File: src/rtl/instr_decode_ctrl.sv
// -----------------------------------------------------------------------------
// instr_decode_ctrl
//   Multi-cycle instruction register and control FSM for a MIPS-subset core.
//   Accepts one instruction word from instruction memory, holds it in the
//   instruction register, splits the fields for the register file / Extend
//   unit, and sequences IF -> ID -> EXE -> MEM -> WB while pulsing the
//   datapath strobes.
//
//   Handshake: a word transfers on a rising edge where instr_valid and
//   instr_ready are both 1. instr_ready is 1 only while the FSM sits in IF and
//   is ready for a new word. instr_valid is ignored in every other state.
//
// Ports
//   CLK, Reset         clock (rising edge), asynchronous active-low reset
//   instr_valid/instr  instruction memory word and its valid flag
//   instr_ready        IR can accept a word (IF only)
//   rs, rt, rd, sa     register / shift-amount fields of IR
//   imm16              IR[15:0], to Extend.Data
//   ExtSel             1 = sign-extend, 0 = zero-extend
//   ALUOp              000 add, 001 sub, 010 and, 011 or, 100 sll
//   ALUSrcB            1 = extended immediate, 0 = rt data
//   RegDst             1 = rd, 0 = rt
//   RegWre, MemRd, MemWr, PCWre, Branch, Jump   one-cycle strobes
//   illegal_op         one-cycle pulse for an unknown opcode/funct
//   state              FSM state: IF=0 ID=1 EXE=2 MEM=3 WB=4 HALT=5
// -----------------------------------------------------------------------------
module instr_decode_ctrl #(
    parameter int         INSTR_W = 32,
    parameter logic [5:0] HALT_OP = 6'b111111
) (
    input  logic               CLK,
    input  logic               Reset,
    input  logic               instr_valid,
    input  logic [INSTR_W-1:0] instr,
    output logic               instr_ready,
    output logic [4:0]         rs,
    output logic [4:0]         rt,
    output logic [4:0]         rd,
    output logic [4:0]         sa,
    output logic [15:0]        imm16,
    output logic               ExtSel,
    output logic [2:0]         ALUOp,
    output logic               ALUSrcB,
    output logic               RegDst,
    output logic               RegWre,
    output logic               MemRd,
    output logic               MemWr,
    output logic               PCWre,
    output logic               Branch,
    output logic               Jump,
    output logic               illegal_op,
    output logic [2:0]         state
);

    typedef enum logic [2:0] {
        S_IF = 3'd0, S_ID = 3'd1, S_EXE = 3'd2,
        S_MEM = 3'd3, S_WB = 3'd4, S_HALT = 3'd5
    } state_t;

    // Instruction class: the FSM only needs to know which path to take.
    typedef enum logic [2:0] {
        C_R, C_IMM, C_LW, C_SW, C_BEQ, C_J, C_HALT, C_ILL
    } cls_t;

    state_t      r_state;
    cls_t        r_cls;
    // The opcode is folded into r_cls, so IR only keeps the field bits.
    logic [25:0] r_ir;
    logic        r_ready;
    logic        r_extsel, r_alusrcb, r_regdst;
    logic [2:0]  r_aluop;
    logic        r_regwre, r_memrd, r_memwr, r_pcwre, r_branch, r_jump, r_ill;

    cls_t        w_cls;
    logic        w_extsel, w_alusrcb, w_regdst;
    logic [2:0]  w_aluop;
    logic [5:0]  w_op, w_funct;
    logic        w_accept;

    assign w_op     = instr[31:26];
    assign w_funct  = instr[5:0];
    assign w_accept = instr_valid && r_ready;

    // Decode of the incoming word; captured into registers on accept so the
    // controls then reflect IR and stay stable for the whole instruction.
    always_comb begin
        w_cls     = C_ILL;
        w_extsel  = 1'b0;
        w_aluop   = 3'b000;
        w_alusrcb = 1'b0;
        w_regdst  = 1'b0;
        case (w_op)
            6'b000000: begin
                w_regdst = 1'b1;
                w_cls    = C_R;
                case (w_funct)
                    6'b100000: w_aluop = 3'b000;
                    6'b100010: w_aluop = 3'b001;
                    6'b100100: w_aluop = 3'b010;
                    6'b100101: w_aluop = 3'b011;
                    6'b000000: w_aluop = 3'b100;
                    default: begin
                        w_cls    = C_ILL;
                        w_regdst = 1'b0;
                    end
                endcase
            end
            6'b001000: begin w_cls = C_IMM; w_extsel = 1'b1; w_alusrcb = 1'b1; end
            6'b001101: begin w_cls = C_IMM; w_aluop = 3'b011; w_alusrcb = 1'b1; end
            6'b001100: begin w_cls = C_IMM; w_aluop = 3'b010; w_alusrcb = 1'b1; end
            6'b100011: begin w_cls = C_LW;  w_extsel = 1'b1; w_alusrcb = 1'b1; end
            6'b101011: begin w_cls = C_SW;  w_extsel = 1'b1; w_alusrcb = 1'b1; end
            6'b000100: begin w_cls = C_BEQ; w_extsel = 1'b1; w_aluop = 3'b001; end
            6'b000010: w_cls = C_J;
            HALT_OP:   w_cls = C_HALT;
            default:   w_cls = C_ILL;
        endcase
    end

    // Outputs are registered: each transition also loads the Moore outputs
    // of the state being entered, so strobes line up with the state value.
    always_ff @(posedge CLK or negedge Reset) begin
        if (!Reset) begin
            r_state   <= S_IF;
            r_cls     <= C_R;
            r_ir      <= '0;
            r_ready   <= 1'b0;
            r_extsel  <= 1'b0;
            r_aluop   <= 3'b000;
            r_alusrcb <= 1'b0;
            r_regdst  <= 1'b0;
            r_regwre  <= 1'b0;
            r_memrd   <= 1'b0;
            r_memwr   <= 1'b0;
            r_pcwre   <= 1'b0;
            r_branch  <= 1'b0;
            r_jump    <= 1'b0;
            r_ill     <= 1'b0;
        end else begin
            r_regwre <= 1'b0;
            r_memrd  <= 1'b0;
            r_memwr  <= 1'b0;
            r_pcwre  <= 1'b0;
            r_branch <= 1'b0;
            r_jump   <= 1'b0;
            r_ill    <= 1'b0;
            case (r_state)
                S_IF: begin
                    if (w_accept) begin
                        r_ir      <= instr[25:0];
                        r_cls     <= w_cls;
                        r_extsel  <= w_extsel;
                        r_aluop   <= w_aluop;
                        r_alusrcb <= w_alusrcb;
                        r_regdst  <= w_regdst;
                        r_ready   <= 1'b0;
                        r_state   <= S_ID;
                        // j and illegal words finish in ID.
                        r_jump    <= (w_cls == C_J);
                        r_ill     <= (w_cls == C_ILL);
                        r_pcwre   <= (w_cls == C_J) || (w_cls == C_ILL);
                    end else begin
                        r_ready <= 1'b1;
                    end
                end
                S_ID: begin
                    case (r_cls)
                        C_J, C_ILL: begin r_state <= S_IF; r_ready <= 1'b1; end
                        C_HALT:     r_state <= S_HALT;
                        default: begin
                            r_state  <= S_EXE;
                            r_branch <= (r_cls == C_BEQ);
                            r_pcwre  <= (r_cls == C_BEQ);
                        end
                    endcase
                end
                S_EXE: begin
                    case (r_cls)
                        C_BEQ: begin r_state <= S_IF; r_ready <= 1'b1; end
                        C_LW, C_SW: begin
                            r_state <= S_MEM;
                            r_memrd <= (r_cls == C_LW);
                            r_memwr <= (r_cls == C_SW);
                            r_pcwre <= (r_cls == C_SW);
                        end
                        default: begin
                            r_state  <= S_WB;
                            r_regwre <= 1'b1;
                            r_pcwre  <= 1'b1;
                        end
                    endcase
                end
                S_MEM: begin
                    if (r_cls == C_SW) begin
                        r_state <= S_IF;
                        r_ready <= 1'b1;
                    end else begin
                        r_state  <= S_WB;
                        r_regwre <= 1'b1;
                        r_pcwre  <= 1'b1;
                    end
                end
                S_WB: begin
                    r_state <= S_IF;
                    r_ready <= 1'b1;
                end
                S_HALT:  r_state <= S_HALT;
                default: r_state <= S_IF;
            endcase
        end
    end

    assign instr_ready = r_ready;
    assign rs          = r_ir[25:21];
    assign rt          = r_ir[20:16];
    assign rd          = r_ir[15:11];
    assign sa          = r_ir[10:6];
    assign imm16       = r_ir[15:0];
    assign ExtSel      = r_extsel;
    assign ALUOp       = r_aluop;
    assign ALUSrcB     = r_alusrcb;
    assign RegDst      = r_regdst;
    assign RegWre      = r_regwre;
    assign MemRd       = r_memrd;
    assign MemWr       = r_memwr;
    assign PCWre       = r_pcwre;
    assign Branch      = r_branch;
    assign Jump        = r_jump;
    assign illegal_op  = r_ill;
    assign state       = r_state;

endmodule

File: config.mk
export PLATFORM = sky130hd
export DESIGN_NAME = instr_decode_ctrl
export DESIGN_NICKNAME = d
export VERILOG_FILES = /design/src/rtl/instr_decode_ctrl.sv
export SDC_FILE = /design/constraint.sdc
export NUM_CORES = 1
export LEC_CHECK = 0
export CAP_MARGIN = 20
export CORE_UTILIZATION = 50
export CTS_BUF_LIST = sky130_fd_sc_hd__clkbuf_4 sky130_fd_sc_hd__clkbuf_8
export DETAILED_ROUTE_END_ITERATION = 10
export DONT_BUFFER_PORTS = 1
export GPL_TIMING_DRIVEN = 0
export PLACE_DENSITY = 0.65
export SLEW_MARGIN = 10
export SYNTH_ARGS = -nofsm -noshare
export SYNTH_HDL_FRONTEND = slang
export SYNTH_SLANG_ARGS = --single-unit
File: constraint.sdc
create_clock -name CLK -period 1.5 [get_ports CLK]
set_input_delay 0.375 -clock CLK [delete_from_list [all_inputs] [get_ports CLK]]
set_output_delay 0.375 -clock CLK [all_outputs]
set_load 0.005 [all_outputs]
==> results.toml, run 1 <==
[outcome]
run_status = "finished, violations left"
failed_checks = "setup timing"

[floorplan]
num_io_pins = 88
floorplan.initialDensity = 0.517
die_outline_area_sq_um = 4770
chipWidth_um = 69.1
die-height_um = 69.1
row_count = 24
core-area_sq_um = 4350

[timing]
setup_total_negative_slack_ps = -36.2
max_clock_freq_ghz = 0.659
slew_headroom = 0.617
finalWorstPathRequiredPeriod_ps = 1520
slew_at_the_pin_closest_to_its_max_slew_limit_ps = 569
final-max-slew-violation-count = 0
timing.final.crit_share = 1.01
timing.final.ws_setup_ps = -17.2
grt_setup_unrepaired = "yes"
finalSetupViolCount = 3
hold_slack_ps = 161
final.setup_skew_ps = 5.03
hold_viol = 0

[logic_synthesis]
ys_top_cells_by_area = "dfrtp_1 (51%), nand2_1 (16%), buf_4 (3.3%), a21oi_1 (3.1%), nor2_1 (3.0%)"
synth_seq_area_share = 0.511
synth_seq_cells = 46
syn-cell-area_sq_um = 2250
async_reset_ff_frac = 1.00
synth_top_cell_by_area = "dfrtp_1"
number_of_distinct_library_cells_after_synthesis = 41
edff_count_synth = 0
synthFlopType = "dfrtp_1"
avgSynthCellArea_sq_um = 8.56
syn-num-nets = 298
synth_warnings = 0
postSynthCellCount = 263
synth.top_cell.area_share = 0.511

[pwr]
power_switching_mw = 1.80
pwr_density_cell_nw_per_um2 = 1840
ir_worst_vdd_uv = 708
static-leakage-power_nw = 1.25
comb_power_share = 0.363
sequentialPowerShare = 0.443
clock_network_power_share = 0.194
total_power_mw = 4.82
switching_share = 0.374
internal-power_mw = 3.02

[clocking]
clk_transition_reported_paths_ps = 80
clkSinkCount = 46
num_cts_buffers = 5
cts.root.buffer_cell = "clkbuf_8"
clock_path_buffers = 2
insertion_delay_ps = 300
cts-htree-levels = 2
cts_tree = "yes"

[global_route]
grt_pass1_vias = 1643
number_of_antenna_violations_at_the_first_check_in_global_routing = 0
grt_total_ovfl = 0
grt.total_usage = 0.208
grt_first_pass_wirelength_um = 7970
largest_net_degree_at_the_start_of_global_routing = 47

[worst_setup_path]
critical_path.max_fanout = 3
cp_capture_type = "register"
cp_slowest_stage_delay_ps = 520
crit_slowest_cell = "or4_4"
critical_path_class = "input port to register"
worst-endpoint-required_ps = 1730
critical_path.cell_chain = "buf_8, or4_4, or3_4, nor4_4, nand2_1, a31oi_1"
data_arrival_at_the_endpoint_of_the_critical_path_ps = 1740
worst_setup_path_start_kind = "input port"

[routing]
drc_errors = 0
initial_drc_count = 123
detailroute.via_count = 1797
via_cell_ratio = 5.41
routed_wl_um = 4940
post_drt_wl_per_cell_um = 14.9
number_of_iterations_in_the_first_detailed_routing_pass = 4
number_of_nets_with_antenna_violations_after_detailed_routing = 0

[placement]
placement.io_buffers = 0
post-dp-hpwl_um = 3250
gp_congestion = 0.794

[min_path]
holdCritPathClass = "input port to register"

[layout]
nets_final = 314
fill_cells = 366
drive_gt1_frac = 0.204
synthToLayoutAreaGrowth_pct = 16.1
num_antenna_cells = 0
layout_commonest_cell = "nand2_1"
mostFrequentLayoutCells = "nand2_1 (98), dfrtp_1 (43), buf_4 (19)"

[run]
cap_viol_max_count = 0
sequential cells by signal (all words and copies together), names as in the netlist, 3 cells and up:
name / cells
state: 3
r_cls: 3
r_ir: 26
ALUOp: 3
cell type report:
type	instances	area, sq um	area share
clock inverter	2	37.5	0.0144
buffer	26	208	0.0795
sequential	46	1150	0.442
inverter	2	7.51	0.00287
clock buffer	6	76.3	0.0292
timing repair buffer	10	97.6	0.0373
tap	52	65.1	0.0249
multi-input combinational	188	967	0.370
cells by family after synthesis:
logic type      after synthesis  synth area share
simple gates                144             0.287
compound gates               43             0.128
xor+xnor                      1           0.00389
flops                        46             0.511
buf+inv                      29            0.0700
metrics by stage:
step / instance area [sq um] / worst slack (ps) / utilization / std cells
global route: 2610 / -88.6 / 0.600 / 332
global placement: 2330 / -405 / 0.536 / 315
CTS: 2550 / -53.8 / 0.586 / 328
floorplan: 2270 / -304 / - / 263
finish: 2610 / -17.2 / 0.600 / 332
detailed placement: 2330 / -426 / 0.536 / 315
power by group through the flow:
stage / Clock, mW / Sequential (mW) / Combinational (mW)
floorplan: 0 / 2.02 / 1.27
global placement: 0 / 2.10 / 1.50
detailed placement: 0 / 2.12 / 1.53
CTS: 0.958 / 2.12 / 1.63
global route: 1.00 / 2.20 / 2.01
finish: 0.933 / 2.14 / 1.75
timing repair:
action,in CTS,in global routing
hold buffers,2,0
pin swaps,5,2
endpoints found under the setup margin,36,41
endpoints found under the hold margin,46,0
gates resized for setup,15,23
buffers inserted,4,4
cell usage after synthesis, types with 3 or more instances:
cell / instances
nand2_1: 98
dfrtp_1: 46
nor2_1: 18
a21oi_1: 14
clkbuf_1: 12
buf_4: 10
o21ai_0: 8
nor3_1: 5
nand2b_1: 4
nor2b_1: 4
buf_2: 3
nand3_1: 3
o31ai_1: 3
layer usage:
metal	GRT usage	routed length, um	up-vias
met2	0.311	2330	70
met3	0.0658	353	9
met5	0	0	-
li1	-	-	890
met1	0.285	2160	828
met4	0.0771	91	0
worst paths after layout:
path / slack, ps / cells after the start / startpoint / to
worst max-delay path: -20 / 6 / instr[27] / ALUOp[0]
worst min-delay path: 160 / 1 / instr[5] / ALUOp[2]
worst max register to register: 30 / 6 / state[0] / ALUOp[0]
worst min register to register: 500 / 2 / r_ir[17] / r_ir[17]
max in group asynchronous: 680 / 2 / Reset / state[1]
min in group asynchronous: 600 / 2 / Reset / r_cls[2]
critical path, delay by kind of cell:
family	cells	cell delay, ps
compound gates	1	120
buf+inv	1	90
simple gates	4	1150
Power figures use the tool's default switching activity.
==> inputs of run 2 (changes only) <==
Settings changed: CAP_MARGIN 20 to not set, CORE_UTILIZATION 50 to 59, PLACE_DENSITY 0.65 to 0.75.
==> results.toml, run 2 (synthesis results as in run 1) <==
[timing]
final.setup_skew_ps = 7.69
grt_setup_unrepaired = "yes"
setup_total_negative_slack_ps = -240
slew_headroom = 0.677
timing.final.ws_setup_ps = -52.3
max_clock_freq_ghz = 0.644
hold_viol = 0
finalSetupViolCount = 7
finalWorstPathRequiredPeriod_ps = 1550
final-max-slew-violation-count = 0
timing.final.crit_share = 1.03
slew_at_the_pin_closest_to_its_max_slew_limit_ps = 479

[layout]
drive_gt1_frac = 0.194
layout_commonest_cell = "nand2_1"
fill_cells = 301
mostFrequentLayoutCells = "nand2_1 (98), dfrtp_1 (46), buf_4 (18)"
largest_register_ff_count = 26
nets_final = 312
synthToLayoutAreaGrowth_pct = 14.7
stdcell_area_sq_um = 2580
num_antenna_cells = 0
registers.top_by_ff_count = "r_ir"

[floorplan]
core-area_sq_um = 3660
chipWidth_um = 63.8
die_outline_area_sq_um = 4070
row_count = 22
floorplan.initialDensity = 0.615
die-height_um = 63.8
num_io_pins = 88

[outcome]
failed_checks = "setup timing"
run_status = "finished, violations left"

[routing]
detailroute.via_count = 1826
initial_drc_count = 121
drc_errors = 0
post_drt_wl_per_cell_um = 14.2
routed_wl_um = 4630
number_of_nets_with_antenna_violations_after_detailed_routing = 0
number_of_iterations_in_the_first_detailed_routing_pass = 4
via_cell_ratio = 5.60

[clocking]
clock_path_buffers = 2
insertion_delay_ps = 290
num_cts_buffers = 5
cts_tree = "yes"
cts.root.buffer_cell = "clkbuf_8"
clkSinkCount = 46
cts-htree-levels = 2
clk_transition_reported_paths_ps = 80

[worst_setup_path]
data_arrival_at_the_endpoint_of_the_critical_path_ps = 1760
cp_capture_type = "register"
worst_setup_path_start_kind = "input port"
critical_path.max_fanout = 3
critical_path_class = "input port to register"
worst-endpoint-required_ps = 1710

[placement]
post-dp-hpwl_um = 3160
placement.io_buffers = 0
placedInstanceArea_sq_um = 2330
placement.setup.worst_slack_ps = -410
gp_congestion = 0.836

[global_route]
grt_total_ovfl = 0
grt_first_pass_wirelength_um = 7620
grt.total_usage = 0.239
grt_pass1_vias = 1744
number_of_antenna_violations_at_the_first_check_in_global_routing = 0
largest_net_degree_at_the_start_of_global_routing = 47

[run]
cap_viol_max_count = 0

[pwr]
pwr_density_cell_nw_per_um2 = 1790
static-leakage-power_nw = 1.25
ir_worst_vdd_uv = 1130

[min_path]
holdCritPathClass = "input port to register"
-- run 2: cell count changes in the layout (fill, tap and decap cells not counted), moves of 2 or more --
cell	change
clkbuf_2	+2
clkbuf_4	-2
clkbuf_8	+3
dfrtp_1	+3
dfrtp_2	-3
-- run 2: timing repair --
| action | in CTS | in global routing |
|---|---|---|
| gates cloned | 0 | 0 |
| pin swaps | 2 | 4 |
| setup buffers | 4 | 2 |
| hold buffers | 2 | 0 |
| gates resized for setup | 19 | 17 |
| endpoints found under the hold margin | 46 | 0 |
| endpoints found under the setup margin | 37 | 39 |
-- run 2: stage by stage --
| stage | total power, mW | std cells | util | hold WS, ps |
|---|---|---|---|---|
| final | 4.62 | 326 | 0.705 | 170 |
| after global placement | 3.59 | 311 | 0.636 | 80.3 |
| after global routing | 4.96 | 326 | 0.705 | 173 |
| after detailed placement | 3.64 | 311 | 0.636 | 80.4 |
| after floorplan | 3.29 | 263 | - | 79.4 |
| after CTS | 4.55 | 324 | 0.695 | 171 |
-- run 2: final timing paths --
path                           start           to  slack, ps  cells after the start
max                        instr[26]     ALUOp[0]        -50                      6
min                         instr[5]     ALUOp[2]        170                      1
max reg2reg                 r_cls[1]  instr_ready         40                      5
min reg2reg                 r_ir[16]     r_ir[16]        510                      2
max in group asynchronous      Reset     r_ir[24]        720                      2
min in group asynchronous      Reset         Jump        590                      2
-- run 2: layer usage --
layer	track usage	vias up	share of wire
li1	-	882	-
met1	0.304	860	0.42
met2	0.402	82	0.49
met3	0.0768	2	0.081
met4	0.0426	0	0.0043
met5	0	-	0
-- run 2: power breakdown --
group          total, mW  switching, mW  internal (mW)  leakage, nW
registers           2.12          0.416           1.70        0.583
logic               1.72          0.956          0.764        0.613
clock network      0.777          0.387          0.390       0.0517
total               4.62           1.76           2.86         1.25
-- run 2: cell type report --
cell class	count	area [sq um]	area share
timing repair buffer	8	82.6	0.0320
multi-input combinational	188	967	0.375
tap	48	60.1	0.0233
clock buffer	7	90.1	0.0349
inverter	2	7.51	0.00291
clock inverter	1	5.00	0.00194
buffer	26	218	0.0843
sequential	46	1150	0.446
-- run 2: critical path, cell delays in order --
cell and delay [ps]:
buf_8 100, or4_4 530, or3_4 380, nor4_4 160
nand2_1 80, a31oi_1 130
==> inputs of run 3 (changes only) <==
Settings changed: CORE_MARGIN set to 2, CTS_CLUSTER_DIAMETER set to 120.
==> results.toml, run 3 (synthesis results as in run 1) <==
[outcome]
run_status = "finished, violations left"
failed_checks = "setup timing"

[worst_setup_path]
worst_r2r_dst = "ALUOp[0]"
r2r_slack_ps = 40
r2r-start = "state[2]"
cp_slowest_stage_delay_ps = 530
data_arrival_at_the_endpoint_of_the_critical_path_ps = 1770
worst_setup_path_start_kind = "input port"
ff2ff_path_depth = 6
critical_path.max_fanout = 3
worst-endpoint-required_ps = 1730
critical_path.cell_chain = "buf_8, or4_4, or3_4, nor4_4, nand2_1, a31oi_1"
crit_buf_inv = 1
cp_capture_type = "register"
kind_of_cell_adding_the_most_delay_to_the_critical_path = "simple AND/OR/NAND/NOR gates"
crit_slowest_cell = "or4_4"
critical_path_class = "input port to register"

[global_route]
largest_net_degree_at_the_start_of_global_routing = 47
number_of_antenna_violations_at_the_first_check_in_global_routing = 0
grt.total_usage = 0.233
grt_use_met2 = 0.386
grt_first_pass_wirelength_um = 7720
grt_met1_use = 0.289
grt.met3_usage = 0.0651
global_route.peak_usage_layer = "met2"
grt_total_ovfl = 0
grt_pass1_vias = 1719

[routing]
detailroute.via_count = 1824
via_cell_ratio = 5.61
drc_errors = 0
routed_wl_um = 4800
number_of_nets_with_antenna_violations_after_detailed_routing = 0
post_drt_wl_per_cell_um = 14.8
number_of_iterations_in_the_first_detailed_routing_pass = 4
initial_drc_count = 148

[layout]
largest_register_ff_count = 26
stdcell_count = 325
num_antenna_cells = 0
synthToLayoutAreaGrowth_pct = 14.8
registers.top_by_ff_count = "r_ir"
nets_final = 311
drive_gt1_frac = 0.184
layout_commonest_cell = "nand2_1"
mostFrequentLayoutCells = "nand2_1 (96), dfrtp_1 (46), buf_4 (18)"

[pwr]
total_power_mw = 4.77
static-leakage-power_nw = 1.24
ir_worst_vdd_uv = 890
pwr_density_cell_nw_per_um2 = 1850

[timing]
setup_total_negative_slack_ps = -106
finalSetupViolCount = 6
slew_at_the_pin_closest_to_its_max_slew_limit_ps = 528
final-max-slew-violation-count = 0
finalWorstPathRequiredPeriod_ps = 1540
final.setup_skew_ps = 4.64
slew_headroom = 0.644
grt_setup_unrepaired = "yes"
hold_viol = 0
timing.final.ws_setup_ps = -41.6
max_clock_freq_ghz = 0.649
timing.final.crit_share = 1.03
hold_slack_ps = 158

[min_path]
min_to = "ALUOp[2]"
worst_hold_path_depth = 1
worst_hold_startpoint = "instr[5]"
holdCritPathClass = "input port to register"

[placement]
placement.io_buffers = 0
place_inst = 311
placement.setup.worst_slack_ps = -409
post-dp-hpwl_um = 3330
gp_congestion = 0.843

[floorplan]
floorplan.initialDensity = 0.615
row_count = 22
core-area_sq_um = 3660
die-height_um = 65.8
chipWidth_um = 65.8
die_outline_area_sq_um = 4330
num_io_pins = 88

[clocking]
clk_transition_reported_paths_ps = 80
cts_tree = "yes"
clkSinkCount = 46
cts.root.buffer_cell = "clkbuf_8"
insertion_delay_ps = 300
num_cts_buffers = 5
cts-htree-levels = 2
clock_path_buffers = 2

[run]
cap_viol_max_count = 0
-- run 3: repair_timing --
item | in CTS | in global routing
pin swaps | 1 | 4
resized for setup | 14 | 24
cloned | 0 | 0
hold buffers | 2 | 0
endpoints found under the hold margin | 46 | 0
endpoints found under the setup margin | 37 | 39
buffers inserted | 3 | 2
-- run 3: how the worst max path moves through the flow --
stage	start	endpoint	cells after the start
finish	instr[26]	ALUOp[0]	6
global placement	instr[30]	Jump	6
global route	instr[26]	ALUOp[0]	6
CTS	instr[26]	Jump	6
detailed placement	instr[30]	Jump	6
floorplan	instr[26]	Jump	6
-- run 3: report_power, final --
group | switching [mW] | internal (mW) | leakage, nW
clock | 0.422 | 0.515 | 0.0548
sequential | 0.430 | 1.70 | 0.583
combinational | 0.941 | 0.761 | 0.604
-- run 3: area by class of cell --
class                   instances  area, sq um
flip-flops and latches         46         1150
plain buffers                  26          214
repair buffers                  7         75.1
multi-input cells             188          962
fillers                       299         1080
inverters                       2         7.51
clock buffers                   6         76.3
well taps                      48         60.1
clock inverters                 2         37.5
-- run 3: routing by layer --
metal | part of all wire | up-vias
li1 | - | 881
met3 | 0.078 | 4
met5 | 0 | -
met4 | 0.010 | 0
met2 | 0.50 | 74
met1 | 0.42 | 865
-- run 3: stage by stage --
step | util | cell area [sq um]
after floorplan | - | 2270
after global placement | 0.636 | 2330
after detailed placement | 0.636 | 2330
after CTS | 0.691 | 2530
after global routing | 0.706 | 2580
final | 0.706 | 2580
==> edit 1: new RTL, settings of run 3 <==
Reset style: synchronous (`Reset`), changed in one clocked block. Comments in the files are not updated.
--- a/src/rtl/instr_decode_ctrl.sv
+++ b/src/rtl/instr_decode_ctrl.sv
@@ -119,7 +119,7 @@
 
     // Outputs are registered: each transition also loads the Moore outputs
     // of the state being entered, so strobes line up with the state value.
-    always_ff @(posedge CLK or negedge Reset) begin
+    always_ff @(posedge CLK) begin
         if (!Reset) begin
             r_state   <= S_IF;
             r_cls     <= C_R;
Function: differs if Reset is asserted again (counterexample within 4 cycles, from zero or initial values and one cycle with Reset low); with Reset held inactive, the same outputs for 10 cycles.
==> edit 1 against run 3 <==
- clock skew decreased by 0.00096 ns
- worst setup slack improved by 0.15 ns
- final area decreased by 4.7%
- global-route usage decreased by 0.24 points
- die area decreased by 0.41%
- sequential cell count unchanged
- utilization decreased by 3.3 points
- wire length increased by 0.42%
- critical path depth unchanged
- synthesized area decreased by 0.44%
Power is not compared: it rests on default switching activity, and its combinational part moved more than twofold at a synthesized area within 25%.
==> edit 1: results (changes against run 3) <==
INFO  metric status = completed
INFO  metric timing.max_slew.rel_slack = 72.6% (+8.1 points)
INFO  metric number_of_buffers_added_by_the_clock_tree_synthesis_step = 5 (unchanged)
INFO  metric yosys.area.top_type_share = 41.1% (-10 points)
INFO  metric net_total_in_the_final_layout = 319 (+2.6%)
INFO  metric worst_clock_skew = 0.00367 ns (-0.000965 ns)
INFO  metric synth_top_cells_by_count = 62 x sky130_fd_sc_hd__nand2_1, 46 x sky130_fd_sc_hd__dfxtp_1, 31 x sky130_fd_sc_hd__a21boi_0
INFO  metric worst_skew_pair.late_latency = 0.30 ns (about the same)
INFO  metric placement.io_buffers = 0 (unchanged)
INFO  metric synth-seq-area-share = 41.1% (-10 points)
INFO  metric hold_path.class = in -> reg
INFO  metric cp.arrival = 1.63 ns (-0.14 ns)
INFO  metric grt_pass1_vias = 1649 (-4.1%)
INFO  metric gate_count_after_technology_mapping = 276 (+4.9%)
INFO  metric first_iter_violations = 93 (-37%)
INFO  metric placed_cell_area = 2300 um^2 (-0.97%)
INFO  metric routed_via_density = 5.60 (-0.26%)
INFO  metric biggest_register = r_ir
INFO  metric cp_slowest_cell = sky130_fd_sc_hd__a2111oi_1
INFO  metric synthTopCellsByArea = sky130_fd_sc_hd__dfxtp_1 41%, sky130_fd_sc_hd__a21boi_0 10%, sky130_fd_sc_hd__nand2_1 10%
INFO  metric syn-num-nets = 311 (+4.4%)
INFO  metric cts_max_path_buffers = 2 (unchanged)
INFO  metric postLayoutCellArea = 2460 um^2 (-4.7%)
INFO  metric post-route-drc-count = 0 (unchanged)
INFO  metric insertedDiodeCount = 0 (unchanged)
INFO  metric max_reg_flops = 26 (unchanged)
INFO  metric fraction_of_final_layout_cells_with_drive_strength_greater_than_1 = 18.2% (-0.17 points)
INFO  metric synth_async_sr_flop_share = 0% (-100 points)
INFO  metric clkSlewWorstSetupHoldPaths = 0.08 ns (about the same)
INFO  metric ir_worst_vdd = 0.000654 V
INFO  metric ys_types = 46 (+12%)
INFO  metric filler_cell_count = 343 (+15%)
INFO  metric critical-path-max-stage-delay = 0.40 ns (-0.13 ns)
INFO  metric clock_tree.root_cell = sky130_fd_sc_hd__clkbuf_8
INFO  metric design.die.area = 4310 um^2 (-0.41%)
INFO  metric yosys_warnings = 0 (unchanged)
INFO  metric dp_slack = -0.364 ns (+0.0440 ns)
INFO  metric cp_max_fo = 10 (+7)
INFO  metric antenna_violations_before_repair = 0 (unchanged)
INFO  metric leakagePower = 0.900 nW
INFO  metric grt_util_all_layers = 23.1% (-0.24 points)
INFO  metric total_wirelength_of_the_detailed_routed_design = 4.82 mm (+0.42%)
INFO  metric dp.final_hpwl = 3.49 mm (+4.8%)
INFO  metric global_route_wire_length_before_repair = 7.60 mm (-1.6%)
INFO  metric detailedRoute.firstPassIterationCount = 4 (unchanged)
INFO  metric finalNonFillerCells = 333 (+2.5%)
INFO  metric cts_max_level = 2 (unchanged)
INFO  metric pin_count_of_the_biggest_net_entering_global_routing = 14 (-70%)
INFO  metric finalWeightedCongestion = 0.811 (-3.8%)
edit 1: logic make-up after synthesis:
| group | share of synthesized area, % |
|---|---|
| simple gates | 26.6 |
| xor+xnor | 1.56 |
| compound gates | 20.9 |
| flops | 41.1 |
| buf+inv | 9.83 |
edit 1: what timing repair did:
| action | CTS | global route |
|---|---|---|
| gates resized for setup | 9 | 17 |
| buffers inserted | 4 | 0 |
| setup endpoints to repair | 35 | 26 |
| pin swaps | 1 | 1 |
edit 1: critical path: cells and delay by family, from the launching register on:
family	cells	cell delay (ns)
compound gates	4	0.65
buf+inv	2	0.32
flops	1	0.36
edit 1: final cells by class:
cell class | instances | share of cell area [%]
Sequential cell | 46 | 37.6
Clock buffer | 7 | 3.66
Buffer | 27 | 8.54
Timing Repair Buffer | 4 | 1.22
Inverter | 4 | 0.610
Tap cell | 48 | 2.44
Multi-Input combinational cell | 196 | 45.7
Clock inverter | 1 | 0.203
edit 1: metrics by stage:
step	power, mW	TNS, ns
global route	2.91	0
floorplan	1.82	-0.465
finish	2.73	0
detailed placement	1.93	-8.26
global placement	1.92	-7.35
CTS	2.73	0
edit 1: final timing paths:
kind,start,end,slack (ns),cells past startpoint
setup / recovery,state[0],PCWre,0.10,6
hold / removal,instr[20],r_ir[20],0.21,2
setup reg to reg,state[0],PCWre,0.10,6
hold reg to reg,r_ir[16],r_ir[16],0.48,2
edit 1: metal layers:
metal / part of all wire [%] / GRT usage (%)
met5: 0 / 0
met4: 1.1 / 7.29
met3: 8.0 / 8.90
met2: 46 / 35.6
met1: 45 / 29.7
edit 1: power by group:
part,switching [mW],internal (mW)
registers,0.0931,1.31
clock network,0.392,0.390
logic,0.299,0.245
total,0.784,1.95
==> edit 2: new RTL, config.mk and constraints of run 3 <==
Made on the original files. The 8 values of `cls_t` get a Gray code encoding in 3 bits.
--- a/src/rtl/instr_decode_ctrl.sv
+++ b/src/rtl/instr_decode_ctrl.sv
@@ -59,7 +59,7 @@
 
     // Instruction class: the FSM only needs to know which path to take.
     typedef enum logic [2:0] {
-        C_R, C_IMM, C_LW, C_SW, C_BEQ, C_J, C_HALT, C_ILL
+        C_R = 3'b000, C_IMM = 3'b001, C_LW = 3'b011, C_SW = 3'b010, C_BEQ = 3'b110, C_J = 3'b111, C_HALT = 3'b101, C_ILL = 3'b100
     } cls_t;
 
     state_t      r_state;
Behaviour: same outputs for any inputs over 10 cycles, from zero or initial values and one cycle with Reset low; not proved beyond that.
==> edit 2 against run 3 <==
- the flow still finishes with violations (setup timing)
- utilization grew 2.5 points
- sequential cell count is the same
- worst setup slack lost 0.076 ns
- final area grew 4.3%
- non-clock buffer count grew 1
- synthesized area grew 1.8%
- total power grew 4.3%
- wire length grew 0.79%
- register-to-register slack lost 0.16 ns
- largest cell class unchanged
- highest routed layer unchanged
==> edit 2: results (changes against run 3) <==
INFO  metric status = finished, violations left
INFO  metric violated_checks = setup timing
INFO  metric ys_types = 43 (+4.9%)
INFO  metric syn-num-nets = 297 (-0.34%)
INFO  metric synth-seq-area-share = 50.2% (-0.92 points)
INFO  metric fraction_of_final_layout_cells_with_drive_strength_greater_than_1 = 24.5% (+6.1 points)
INFO  metric yosys-mux-area-fraction = 0.655% (+0.66 points)
INFO  metric met3_wirelength = 332 um (-12%)
INFO  metric filler_cell_count = 300 (+0.33%)
INFO  metric placed_cell_area = 2360 um^2 (+1.4%)
INFO  metric synth_compound_area_share = 11.1% (-1.6 points)
INFO  metric wirelength_met1 = 2.07 mm (+4.1%)
INFO  metric dp.final_hpwl = 3.30 mm (-0.84%)
INFO  metric finalWeightedCongestion = 0.867 (+2.9%)
INFO  metric critical-path-max-stage-delay = 0.58 ns (+0.05 ns)
INFO  metric power.switching_fraction = 36.8% (-0.74 points)
INFO  metric cp.arrival = 1.81 ns (+0.04 ns)
INFO  metric synthTopCellsByArea = sky130_fd_sc_hd__dfrtp_1 50%, sky130_fd_sc_hd__nand2_1 16%, sky130_fd_sc_hd__buf_4 3.6%
INFO  metric postLayoutSetupSlackWorst = -0.117 ns (-0.0757 ns)
INFO  metric hold_path_cells = 2 (+1)
INFO  metric routed-wl-met2 = 2.37 mm (-0.42%)
INFO  metric totalNegativeSetupSlack = -2.88 ns (-2.77 ns)
INFO  metric ir_worst_vdd = 0.000809 V (-9.1%)
INFO  metric detailroute.via_count = 1788 (-2.0%)
INFO  metric leakagePower = 1.31 nW (+5.7%)
INFO  metric clock_tree.root_cell = sky130_fd_sc_hd__clkbuf_8
INFO  metric synth_top_cells_by_count = 95 x sky130_fd_sc_hd__nand2_1, 46 x sky130_fd_sc_hd__dfrtp_1, 13 x sky130_fd_sc_hd__nor2_1
INFO  metric total_wirelength_of_the_detailed_routed_design = 4.84 mm (+0.79%)
INFO  metric grt_util_all_layers = 23.7% (+0.34 points)
INFO  metric detailedRoute.firstPassIterationCount = 4 (unchanged)
INFO  metric worst_clock_skew = 0.0120 ns (+0.00734 ns)
INFO  metric highest_metal_layer_with_signal_wires = met4
INFO  metric setup_viols_final = 35 (+29)
INFO  metric cp_max_fo = 10 (+7)
## edit 2: metal layers
| metal | track usage, % | vias to the layer above |
|---|---|---|
| li1 | - | 892 |
| met1 | 30.2 | 826 |
| met2 | 39.3 | 64 |
| met3 | 6.13 | 6 |
| met4 | 7.65 | 0 |
| met5 | 0 | - |
## edit 2: final cells by class
type	count	share of cell area, %
plain buffers	26	8.04
clock buffers	7	3.11
clock inverters	1	1.11
inverters	1	0.139
multi-input cells	188	38.4
flip-flops and latches	46	42.8
well taps	48	2.23
repair buffers	8	4.23
## edit 2: logic make-up (layout without fill, tap and decap cells)
group                  Yosys count  after routing
AO/OA/AOI/OAI                   40             40
XOR/XNOR                         3              3
buffers and inverters           28             43
flip-flops                      46             46
multiplexers                     1              1
AND/OR/NAND/NOR                144            144
## edit 2: metrics by stage
stage | utilization [%] | cells | hold WS, ns
2_1_floorplan | - | 262 | 0.0794
3_5_place_dp | 64.0 | 310 | 0.0804
3_3_place_gp | 64.0 | 310 | 0.0804
5_1_grt | 73.0 | 325 | 0.173
6_report | 73.0 | 325 | 0.175
4_1_cts | 71.8 | 326 | 0.163
## edit 2: path summary, 6_finish.rpt
path | start | slack, ns | endpoint
max | instr_ready | -0.12 | r_ir[7]
min | instr[21] | 0.17 | r_ir[21]
max reg2reg | instr_ready | -0.12 | r_ir[7]
min reg2reg | r_ir[22] | 0.51 | r_ir[22]
max in group asynchronous | Reset | 0.70 | r_ir[19]
min in group asynchronous | Reset | 0.57 | MemWr
## edit 2: timing repair
action	4_1_cts	5_1_grt
hold buffers	2	0
resized for setup	27	21
setup buffers	4	0
endpoints found under the setup margin	38	41
endpoints found under the hold margin	46	0
pin swaps	14	3
cloned	2	0
## edit 2: power by group through the flow
stage	logic [mW]	registers, mW	clock network (mW)
after floorplan	1.30	2.04	0
after detailed placement	1.55	2.14	0
final	1.88	2.16	0.933
after global routing	2.14	2.23	0.997
after global placement	1.51	2.12	0
after CTS	1.84	2.13	0.961
